$ cat config.mk
export PLATFORM = sky130hd
export DESIGN_NAME = tick_period_meter_flat
export DESIGN_NICKNAME = d
export VERILOG_FILES = /design/src/rtl/tick_pkg.sv /design/src/rtl/tick_period_meter_if.sv /design/src/rtl/tick_lock_tracker.sv /design/src/rtl/tick_period_meter.sv /design/src/flat_wrapper.sv
export SDC_FILE = /design/constraint.sdc
export NUM_CORES = 1
export LEC_CHECK = 0
export BUFFER_PORTS_ARGS = -buffer_cell sky130_fd_sc_hd__buf_4
export CAP_MARGIN = 40
export CORE_UTILIZATION = 30
export DETAILED_ROUTE_END_ITERATION = 16
export HOLD_SLACK_MARGIN = 0.1
export PLACE_DENSITY_LB_ADDON = 0.05
export SLEW_MARGIN = 40
export SYNTH_ARGS = -nofsm -noshare
export SYNTH_HDL_FRONTEND = slang
export SYNTH_HIERARCHICAL = 1
export SYNTH_SLANG_ARGS = --single-unit
export TNS_END_PERCENT = 10
$ cat constraint.sdc
create_clock -name clk -period 4.1 [get_ports clk]
set_input_delay 0.41 -clock clk [delete_from_list [all_inputs] [get_ports clk]]
set_output_delay 0.41 -clock clk [all_outputs]
set_load 0.005 [all_outputs]
$ cat src/rtl/tick_pkg.sv
// Shared definitions for the tick generator / tick period meter pair.
package tick_pkg;

    typedef enum logic {
        IDLE = 1'b0,
        RUN  = 1'b1
    } meter_state_t;

    // Defaults shared with the clock-divider tick generator.
    localparam int TICK_WIDTH      = 16;
    localparam int TICK_LOCK_COUNT = 4;

endpackage

$ cat src/rtl/tick_period_meter_if.sv
// Enable/tick inputs and measurement results of the tick period meter.
interface tick_period_meter_if
    import tick_pkg::*;
#(
    parameter int WIDTH = TICK_WIDTH
);

    logic             en;
    logic             tick_in;
    logic [WIDTH-1:0] N_out;
    logic             valid;
    logic             locked;
    logic             overflow;

    modport master (
        output en,
        output tick_in,
        input  N_out,
        input  valid,
        input  locked,
        input  overflow
    );

    modport slave (
        input  en,
        input  tick_in,
        output N_out,
        output valid,
        output locked,
        output overflow
    );

endinterface

$ cat src/rtl/tick_lock_tracker.sv
// Counts consecutive identical measurements and raises locked after LOCK_COUNT of them.
module tick_lock_tracker
    import tick_pkg::*;
#(
    parameter int WIDTH      = TICK_WIDTH,
    parameter int LOCK_COUNT = TICK_LOCK_COUNT
) (
    input  logic             clk,
    input  logic             rst,
    input  logic             meas,
    input  logic             clear,
    input  logic [WIDTH-1:0] new_val,
    input  logic [WIDTH-1:0] prev_val,
    output logic             locked
);

    localparam logic [7:0] LOCK_MAX = 8'(LOCK_COUNT);

    logic [7:0] match_cnt_reg;
    logic [7:0] match_cnt_next;
    logic       locked_reg;
    logic       locked_next;

    always_comb begin
        match_cnt_next = match_cnt_reg;
        locked_next    = locked_reg;
        if (clear) begin
            match_cnt_next = 8'd0;
            locked_next    = 1'b0;
        end else if (meas) begin
            // A zero count means no valid previous value to compare against.
            if (match_cnt_reg == 8'd0 || new_val != prev_val) begin
                match_cnt_next = 8'd1;
            end else if (match_cnt_reg >= LOCK_MAX) begin
                match_cnt_next = LOCK_MAX;
            end else begin
                match_cnt_next = match_cnt_reg + 8'd1;
            end
            locked_next = (match_cnt_next == LOCK_MAX);
        end
    end

    always_ff @(posedge clk or negedge rst) begin
        if (!rst) begin
            match_cnt_reg <= 8'd0;
            locked_reg    <= 1'b0;
        end else begin
            match_cnt_reg <= match_cnt_next;
            locked_reg    <= locked_next;
        end
    end

    assign locked = locked_reg;

endmodule

$ cat src/rtl/tick_period_meter.sv
// Measures enabled-cycle spacing between tick pulses and recovers the divider setting N.
module tick_period_meter
    import tick_pkg::*;
#(
    parameter int WIDTH      = TICK_WIDTH,
    parameter int LOCK_COUNT = TICK_LOCK_COUNT
) (
    input  logic                 clk,
    input  logic                 rst,
    tick_period_meter_if.slave   bus
);

    localparam logic [WIDTH-1:0] COUNT_MAX = '1;

    meter_state_t     state_reg;
    meter_state_t     state_next;
    logic [WIDTH-1:0] count_reg;
    logic [WIDTH-1:0] count_next;
    logic [WIDTH-1:0] n_out_reg;
    logic [WIDTH-1:0] n_out_next;
    logic             valid_reg;
    logic             valid_next;
    logic             overflow_reg;
    logic             overflow_next;
    logic             meas_fire;
    logic             lock_clear;
    logic             locked;

    always_comb begin
        state_next    = state_reg;
        count_next    = count_reg;
        n_out_next    = n_out_reg;
        valid_next    = 1'b0;
        overflow_next = overflow_reg;
        meas_fire     = 1'b0;
        lock_clear    = 1'b0;
        if (bus.en) begin
            unique case (state_reg)
                IDLE: begin
                    // First tick only establishes the reference point.
                    if (bus.tick_in) begin
                        state_next = RUN;
                        count_next = '0;
                    end
                end
                RUN: begin
                    if (bus.tick_in) begin
                        n_out_next    = count_reg;
                        valid_next    = 1'b1;
                        count_next    = '0;
                        overflow_next = 1'b0;
                        meas_fire     = 1'b1;
                    end else if (count_reg != COUNT_MAX) begin
                        count_next = count_reg + 1'b1;
                    end else begin
                        overflow_next = 1'b1;
                        lock_clear    = 1'b1;
                        state_next    = IDLE;
                    end
                end
                default: state_next = IDLE;
            endcase
        end
    end

    always_ff @(posedge clk or negedge rst) begin
        if (!rst) begin
            state_reg    <= IDLE;
            count_reg    <= '0;
            n_out_reg    <= '0;
            valid_reg    <= 1'b0;
            overflow_reg <= 1'b0;
        end else begin
            state_reg    <= state_next;
            count_reg    <= count_next;
            n_out_reg    <= n_out_next;
            valid_reg    <= valid_next;
            overflow_reg <= overflow_next;
        end
    end

    // The tracker compares against n_out_reg before it takes the new value.
    tick_lock_tracker #(
        .WIDTH      (WIDTH),
        .LOCK_COUNT (LOCK_COUNT)
    ) u_lock (
        .clk      (clk),
        .rst      (rst),
        .meas     (meas_fire),
        .clear    (lock_clear),
        .new_val  (count_reg),
        .prev_val (n_out_reg),
        .locked   (locked)
    );

    assign bus.N_out    = n_out_reg;
    assign bus.valid    = valid_reg;
    assign bus.locked   = locked;
    assign bus.overflow = overflow_reg;

endmodule

$ cat src/flat_wrapper.sv
// flat-port wrapper written by rule: the top's interface ports become plain ports
module tick_period_meter_flat import tick_pkg::*;
#(
    parameter int WIDTH      = TICK_WIDTH,
    parameter int LOCK_COUNT = TICK_LOCK_COUNT
)
  (clk, rst, bus_en, bus_tick_in, bus_N_out, bus_valid, bus_locked, bus_overflow);
  tick_period_meter_if #(.WIDTH(WIDTH)) bus_i ();
  input  logic clk;
  input  logic rst;
  input wire logic [$bits(bus_i.en)-1:0] bus_en;
  input wire logic [$bits(bus_i.tick_in)-1:0] bus_tick_in;
  output wire logic [$bits(bus_i.N_out)-1:0] bus_N_out;
  output wire logic [$bits(bus_i.valid)-1:0] bus_valid;
  output wire logic [$bits(bus_i.locked)-1:0] bus_locked;
  output wire logic [$bits(bus_i.overflow)-1:0] bus_overflow;
  assign bus_i.en = bus_en;
  assign bus_i.tick_in = bus_tick_in;
  assign bus_N_out = bus_i.N_out;
  assign bus_valid = bus_i.valid;
  assign bus_locked = bus_i.locked;
  assign bus_overflow = bus_i.overflow;
  tick_period_meter #(.WIDTH(WIDTH), .LOCK_COUNT(LOCK_COUNT)) u_core (.clk(clk), .rst(rst), .bus(bus_i));
endmodule
# --- After elaboration in Yosys (flattened, before gate mapping) ---
# Index checks and enable logic that the tools add are counted.
totals:
  regBits: 44
  latchBits: 0
  ramBits: 0
  mem_bits_ro: 0
  input_bits: 4
  out_inout_bits: 19
  wordCells: 47
  memories: 0
op_classes:
  add_sub_neg: 2
  mul: 0
  div_mod_pow: 0
  order_cmp: 1
  n_eq_ne: 6
  shifts: 0
  muxes: 24
  bitwise_logic: 1
  reduce_logical: 6
ops:
  columns: ["op", "count"]
  rows:
  - ["$mux W16", 3]
  - ["$mux W8", 6]
  - ["$pmux W16 S2", 1]
  - ["$add A16 B1 Y16 const B", 1]
  - ["$ne A16 B16 Y1", 1]
  - ["$ne A16 B16 Y1 const B", 1]
  - ["$mux W1", 13]
  - ["$reduce_and A3 Y1", 3]
  - ["$add A8 B1 Y8 const B", 1]
  - ["$eq A8 B3 Y1 const B", 1]
  - ["$ge A8 B3 Y1 const B", 1]
  - ["$logic_not A8 Y1", 1]
  - ["$ne A2 B2 Y1 const B", 2]
  - ["$ne A3 B3 Y1 const B", 1]
  - ["$pmux W1 S2", 1]
  - ["$reduce_bool A2 Y1", 1]
  - ["$logic_or A1 B1 Y1", 1]
  - ["$not A1 Y1", 1]

# --- Longest topological paths before layout ---
# Gate-level depths: netlist of the first run.
depth:
  word_depth: 9
  depth_mapped: 6
  mapped_depth_nobuf: 6

# --- Cells and area by module ---
# Netlist of the first run, hierarchy kept.
by_module_without_submodules:
  columns: ["module", "instances", "cells_per_inst", "area_each_um2"]
  rows:
  - ["tick_period_meter", 1, 157, 1684.1]
  - ["tick_lock_tracker", 1, 55, 586.8]

# --- Worst setup path after synthesis of the first run ---
# Ideal clock, no wire load.
synth_timing:
  path_type: "input port to flip-flop"
  start: "in bus_tick_in"
  end: "reg u_core.u_lock.match_cnt_reg[1]"
  setup_ns: 0.120
  arrival_ns: 1.685
  required_ns: 3.980
  slack_ns: 2.294
  path_stages: 6
  path_buffers: 1
  path_cell_list: "and2b_2 > and2_1 > clkbuf_1 > and4_1 > nor2b_1 > a41o_2"
synth_via:
  elab_chain_len: 4
  elab_cells_between_ends: 8
  cone_classes: "mux: 7; reduce/logical: 1"
synth_rtl:
  columns: ["item", "line_no", "rtl"]
  rows:
  - ["start, declared", "flat_wrapper.sv:12", "input wire logic [$bits(bus_i.tick_in)-1:0] bus_tick_in;"]
  - ["$mux W1 (*)", "tick_period_meter.sv:47", "if (bus.tick_in) begin"]
  - ["$mux W1 (*)", "tick_period_meter.sv:38", "unique case (state_reg)"]
  - ["$mux W1 (*)", "tick_period_meter.sv:37", "if (bus.en) begin"]
  - ["via u_core.lock_clear", "tick_period_meter.sv:26", "logic lock_clear;"]
  - ["$mux W8 / $reduce_bool A2 Y1 (equally long branches)", null, null]
  - ["end signal, assigned", "tick_lock_tracker.sv:48", "match_cnt_reg <= match_cnt_next;"]
  - ["end, declared", "tick_lock_tracker.sv:19", "logic [7:0] match_cnt_reg;"]
# The timed path passes the listed nets; every way through them passes the cells marked *.
# A chain may end at the register's enable or synchronous reset.

# --- Worst setup path in the final report of the first run ---
layout_timing:
  start: "reg u_core.state_reg"
  end: "reg u_core.u_lock.locked_reg (netlist: u_core/u_lock/locked)"
layout_via:
  elab_chain_len: 3
  elab_cells_between_ends: 6
  cone_classes: "mux: 5; reduce/logical: 1"
layout_rtl:
  columns: ["item", "line_no", "rtl"]
  rows:
  - ["start, declared", "tick_period_meter.sv:15", "meter_state_t state_reg;"]
  - ["start signal, assigned", "tick_period_meter.sv:74", "state_reg <= state_next;"]
  - ["$mux W1 (*)", "tick_period_meter.sv:38", null]
  - ["$mux W1 (*)", "tick_period_meter.sv:37", null]
  - ["via u_core.lock_clear", "tick_period_meter.sv:26", null]
  - ["$mux W1 / $reduce_bool A2 Y1 (equally long branches)", null, null]
  - ["end signal, assigned", "tick_lock_tracker.sv:49", "locked_reg <= locked_next;"]
  - ["end, declared", "tick_lock_tracker.sv:21", "logic locked_reg;"]
# Marks and branches as above.

==> impl_metrics.env, run 1 <==
export IMPL_worstSetupStartpointType="register"
export IMPL_ys_ff_latch=44
export IMPL_p_total_mw=1.12
export IMPL_p_sw_share_pct=30.5
export IMPL_ys_flop_type="dfrtp_1"
export IMPL_p_leak_nw=1.16
export IMPL_dr_wl_met3_um=131
export IMPL_grt_pass1_wl_um=9130
export IMPL_path_max_fanout=16
export IMPL_period_needed_ns=2.09
export IMPL_cts_resized=0
export IMPL_setup_ws_ns=2.01
export IMPL_cap_violations=0
export IMPL_syn_avg_cell_area_um2=10.7
export IMPL_hold_viol=0
export IMPL_drc=0
export IMPL_cts_tree="yes"
export IMPL_die_height_um=89.0
export IMPL_rsz0062_at_grt="no"
export IMPL_rrSetupSlack_ns=2.01
export IMPL_powerDensity_nw_per_um2=425
export IMPL_pwr_share_seq_pct=49.2
export IMPL_synthSimpleGateAreaFrac_pct=19.3
export IMPL_synth_xor_area_share_pct=6.17
export IMPL_area_growth_pct=16.3
export IMPL_firstDrtPassIters=4
export IMPL_dp_hpwl_um=3930
export IMPL_final_antenna_net_count=0
export IMPL_crit_required_ns=4.29
export IMPL_pre_cts_slack_ns=1.88
export IMPL_antennaDiodeCount=0
export IMPL_combPwrFrac_pct=21.0
export IMPL_grt_use_total_pct=15.6
export IMPL_synth_top_cell_by_area="dfrtp_1"
export IMPL_die_area_um2=7920
export IMPL_finalSetupViolations=0
export IMPL_netlist_area_um2=2270
export IMPL_synth_top_family_by_area="simple AND/OR/NAND/NOR gates"
export IMPL_p_switching_mw=0.342
export IMPL_drt_initial_drc_count=51
export IMPL_slew_headroom_pct=49.6
export IMPL_wl_per_cell_um=16.2
export IMPL_postCtsHoldBufs=0
export IMPL_grt_max_degree=45
export IMPL_drive_gt1_share_pct=21.5
export IMPL_antenna_found_initial=0
export IMPL_grt_overflow=0
export IMPL_cts_num_sinks=44
export IMPL_start_util_pct=31.1
export IMPL_chipWidth_um=89.0
export IMPL_synth_edff_count=0
export IMPL_top_layer_used="met4"
export IMPL_max_freq_ghz=0.479
export IMPL_drt_met1_wl_um=2690
export IMPL_crit_path_end_kind="register"
export IMPL_vias=1678
export IMPL_synth_seq_area_share_pct=48.5
export IMPL_ios=23
export IMPL_tightest_slew_ns=0.756
export IMPL_core_um2=7290
export IMPL_period_share_pct=50.9
export IMPL_crit_type="reg -> reg"
export IMPL_clkSlewWorstSetupHoldPaths_ns=0.09
export IMPL_synth_fa_ha_area_share_pct=1.65
export IMPL_hp_class="in -> async"
export IMPL_wl_met2_um=2540
export IMPL_place_congestion=0.774
export IMPL_cts_htree_levels=2
export IMPL_nets=243
export IMPL_status="finished clean"
export IMPL_root_buffer="clkbuf_8"
export IMPL_synth_area_top_cells="dfrtp_1 48%, xnor2_1 6.2%, a31oi_1 3.9%"
export IMPL_crit_arrival_ns=2.28
export IMPL_synth_cell_types=53
export IMPL_numCtsBuffers=5
export IMPL_synth_warnings=6
export IMPL_p_int_mw=0.780
export IMPL_netlist_instances=212
export IMPL_mappedNetlistNets=219
export IMPL_wl_um=5460
export IMPL_via_per_inst=4.99
export IMPL_portBuffers=22
export IMPL_yosysTopAreaCellShare_pct=48.5
export IMPL_finClkSkew_ns=0.00833
export IMPL_synth_mux_area_fraction_pct=4.90
export IMPL_ys_async_sr_fraction_pct=100
export IMPL_synth_compound_area_share_pct=16.1
export IMPL_p_clk_share_pct=29.8
export IMPL_placementRows=31
export IMPL_post_cts_setup_buffers=0
export IMPL_grt_pass1_vias=1724
export IMPL_tns_ns=0
export IMPL_drv_slew=0
export IMPL_clk_path_buf_depth=2
export IMPL_vdd_drop_max_mv=0.161
export IMPL_insertion_delay_ns=0.30
worst max-delay path, stage by stage (launching register included):
cell and delay (ns):
dfrtp_1 0.44, and2b_2 0.36, and2_1 0.43, and4_1 0.37, nor2_1 0.14, a32o_1 0.23
final timing paths:
check                                          startpoint                        endpoint  cells past startpoint
hold reg to reg            u_core/u_lock/match_cnt_reg[3]  u_core/u_lock/match_cnt_reg[3]                      1
max in group asynchronous                             rst             u_core/bus.N_out[9]                      1
min in group clk                                   bus_en             u_core/count_reg[7]                      2
setup reg to reg                         u_core/state_reg            u_core/u_lock/locked                      5
setup / recovery                         u_core/state_reg            u_core/u_lock/locked                      5
hold / removal                                        rst  u_core/u_lock/match_cnt_reg[4]                      1
metrics by stage:
stage / util (%) / std cells / cell area [µm²] / hold slack, ns
after CTS: 36.2 / 336 / 2640 / 0.138
after detailed placement: 34.7 / 328 / 2530 / 0.461
after global placement: 34.7 / 328 / 2530 / 0.457
final: 36.2 / 336 / 2640 / 0.111
after floorplan: - / 212 / 2270 / 0.114
after global routing: 36.2 / 336 / 2640 / 0.159
synthesized netlist by cell type, drive strengths merged, types with 3 or more instances:
| cell type | instances |
|---|---|
| o211ai | 3 |
| clkbuf | 3 |
| inv | 11 |
| a41oi | 3 |
| mux2 | 9 |
| and2 | 6 |
| xnor2 | 16 |
| o21ai | 16 |
| buf | 3 |
| dfrtp | 44 |
| a31oi | 14 |
| nand4 | 8 |
| or4 | 3 |
| nand3 | 8 |
| nand2 | 16 |
| nand2b | 4 |
| or3 | 3 |
| ha | 3 |
| nor3 | 5 |
| nor2 | 9 |
| a21oi | 3 |
area by class of cell:
cell class	instances	area (µm²)
tap	99	124
sequential	44	1100
multi-input combinational	151	1090
fill	778	4650
clock buffer	6	72.6
clock inverter	2	35.0
timing repair buffer	23	173
inverter	11	41.3
cell usage in the layout, fill, tap and decap left out, drive strengths merged, types with 3 or more instances in the layout:
| cell | synthesis | layout |
|---|---|---|
| o211ai | 3 | 3 |
| nor3 | 5 | 5 |
| a31oi | 14 | 14 |
| nand3 | 8 | 8 |
| a41oi | 3 | 3 |
| nand2b | 4 | 4 |
| nand4 | 8 | 8 |
| buf | 3 | 23 |
| or4 | 3 | 3 |
| dfrtp | 44 | 44 |
| ha | 3 | 3 |
| nand2 | 16 | 16 |
| a21oi | 3 | 3 |
| mux2 | 9 | 9 |
| xnor2 | 16 | 16 |
| nor2 | 9 | 9 |
| clkbuf | 3 | 6 |
| or3 | 3 | 3 |
| o21ai | 16 | 16 |
| inv | 11 | 11 |
| and2 | 6 | 6 |
kinds of logic (layout without fill, tap and decap cells):
family	after synthesis	in the layout
AOI/OAI and AO/OA	51	51
xor gates and xnor gates	16	16
DFF	44	44
adders and majority gates	3	3
buffers and inverters	17	42
and+or+nand+nor	71	71
muxes	10	10
per-layer routing:
layer | up-vias | global-route usage (%)
met5 | - | 0
met4 | 0 | 4.33
met3 | 6 | 3.05
met2 | 27 | 24.8
met1 | 814 | 21.6
li1 | 831 | -
power groups by stage:
stage               registers, mW  logic, mW  clock network [mW]
finish                      0.552      0.236               0.334
global route                0.563      0.271               0.363
CTS                         0.554      0.243               0.351
detailed placement          0.562      0.241                   0
global placement            0.562      0.244                   0
floorplan                   0.547      0.149                   0
Power figures use the tool's default switching activity.
==> run 2, diff against run 1 <==
==> constraint.sdc (replaced) <==
create_clock -name clk -period 1.92 [get_ports clk]
set_input_delay 0.192 -clock clk [delete_from_list [all_inputs] [get_ports clk]]
set_output_delay 0.192 -clock clk [all_outputs]
set_load 0.005 [all_outputs]
==> impl_metrics.env, run 2 (synthesis gave the netlist of run 1 again) <==
export IMPL_vdd_drop_max_mv=0.391
export IMPL_cts_htree_levels=2
export IMPL_firstDrtPassIters=4
export IMPL_p_total_mw=2.48
export IMPL_start_util_pct=31.1
export IMPL_p_leak_nw=1.27
export IMPL_hold_viol=0
export IMPL_drive_gt1_share_pct=28.6
export IMPL_crit_required_ns=2.14
export IMPL_dp_hpwl_um=4280
export IMPL_r2r_start="u_core/count_reg[5]"
export IMPL_antennaDiodeCount=0
export IMPL_nets=265
export IMPL_setup_ws_ns=0.0774
export IMPL_grt_max_degree=45
export IMPL_slowest_delay_ns=0.66
export IMPL_numCtsBuffers=5
export IMPL_wl_per_cell_um=16.4
export IMPL_insertion_delay_ns=0.30
export IMPL_status="finished clean"
export IMPL_crit_type="reg -> reg"
export IMPL_multi_input_area_um2=1100
export IMPL_antenna_found_initial=0
export IMPL_crit_arrival_ns=2.06
export IMPL_cp_slowest_cell="or4_4"
export IMPL_min_path_cells=2
export IMPL_chipWidth_um=89.0
export IMPL_cap_violations=0
export IMPL_place_congestion=0.774
export IMPL_die_area_um2=7920
export IMPL_grt_pass1_wl_um=9590
export IMPL_clkSlewWorstSetupHoldPaths_ns=0.09
export IMPL_portBuffers=22
export IMPL_rrSetupSlack_ns=0.08
export IMPL_most_common_layout_cells="44 x buf_4, 44 x dfrtp_1, 16 x nand2_1, 16 x xnor2_1, 14 x a31oi_1"
export IMPL_drv_slew=0
export IMPL_die_height_um=89.0
export IMPL_rsz0062_at_grt="yes"
export IMPL_wl_um=5860
export IMPL_tightest_slew_ns=0.605
export IMPL_crit_cells=4
export IMPL_tns_ns=0
export IMPL_path_buf_inv=0
export IMPL_period_share_pct=96.0
export IMPL_post_cts_setup_buffers=0
export IMPL_hp_class="in -> reg"
export IMPL_worstSetupStartpointType="register"
export IMPL_crit_path_end_kind="register"
export IMPL_path_max_fanout=11
export IMPL_crit_start="u_core/count_reg[5]"
export IMPL_powerDensity_nw_per_um2=879
export IMPL_area_growth_pct=24.4
export IMPL_hp_start="bus_en"
export IMPL_pre_cts_slack_ns=0.0662
export IMPL_ios=23
export IMPL_seq_area_um2=1100
export IMPL_finalSetupViolations=0
export IMPL_finClkSkew_ns=0.00799
export IMPL_r2r_cells=4
export IMPL_period_needed_ns=1.84
export IMPL_drc=0
export IMPL_vias=1779
export IMPL_slew_headroom_pct=59.4
export IMPL_crit_family="simple AND/OR/NAND/NOR gates"
export IMPL_clk_path_buf_depth=2
export IMPL_grt_use_total_pct=16.5
export IMPL_n_fill_cell=779
export IMPL_placementRows=31
export IMPL_via_per_inst=4.97
export IMPL_cts_num_sinks=44
export IMPL_core_um2=7290
export IMPL_max_freq_ghz=0.543
export IMPL_grt_pass1_vias=1788
export IMPL_cts_tree="yes"
export IMPL_root_buffer="clkbuf_8"
export IMPL_grt_overflow=0
export IMPL_final_antenna_net_count=0
export IMPL_crit_chain="nand4_4, or4_4, a311o_1, o221ai_2"
export IMPL_drt_initial_drc_count=68
run 2: cell types whose count changed in the layout (fill, tap and decap cells not counted), sizes merged:
cell / before / now
buf: 23 / 44
clkbuf: 6 / 5
clkinv: 1 / 2
dlygate4sd3: 0 / 1
run 2: final cells by class:
cell class / count / area share, %
Multi-Input combinational cell: 151 / 39.0
Tap cell: 99 / 4.38
Clock inverter: 3 / 1.68
Clock buffer: 5 / 2.44
Inverter: 11 / 1.46
Timing Repair Buffer: 45 / 12.0
Sequential cell: 44 / 39.0
run 2: report_power, final:
part / switching [mW] / total (mW) / internal, mW
Combinational: 0.302 / 0.592 / 0.289
Clock: 0.350 / 0.743 / 0.393
Sequential: 0.118 / 1.15 / 1.03
Total: 0.771 / 2.48 / 1.71
run 2: path summary, 6_finish.rpt:
kind                                             endpoint
setup / recovery                      u_core/count_reg[7]
hold / removal                        u_core/count_reg[7]
setup reg to reg                      u_core/count_reg[7]
hold reg to reg            u_core/u_lock/match_cnt_reg[3]
max in group asynchronous             u_core/bus.overflow
min in group asynchronous  u_core/u_lock/match_cnt_reg[6]
run 2: timing repair:
action                                  4_1_cts  5_1_grt
endpoints found under the hold margin        44        0
endpoints found under the setup margin        0        4
resized for setup                             0        1
hold buffers                                  1        0
run 2: layer usage:
metal / track usage (%) / share of wire [%] / up-vias
met5: 0 / 0 / -
met4: 6.49 / 2.3 / 0
met1: 22.2 / 48 / 865
li1: - / - / 880
met2: 26.8 / 47 / 28
met3: 2.77 / 2.7 / 6
run 2: stage by stage:
stage	hold slack [ns]	instance area, µm²	instances	utilization (%)
after global placement	0.251	2690	349	36.9
after floorplan	-0.104	2270	212	-
after detailed placement	0.247	2690	349	36.9
after CTS	0.153	2820	358	38.6
after global routing	0.170	2830	358	38.7
final	0.169	2830	358	38.7
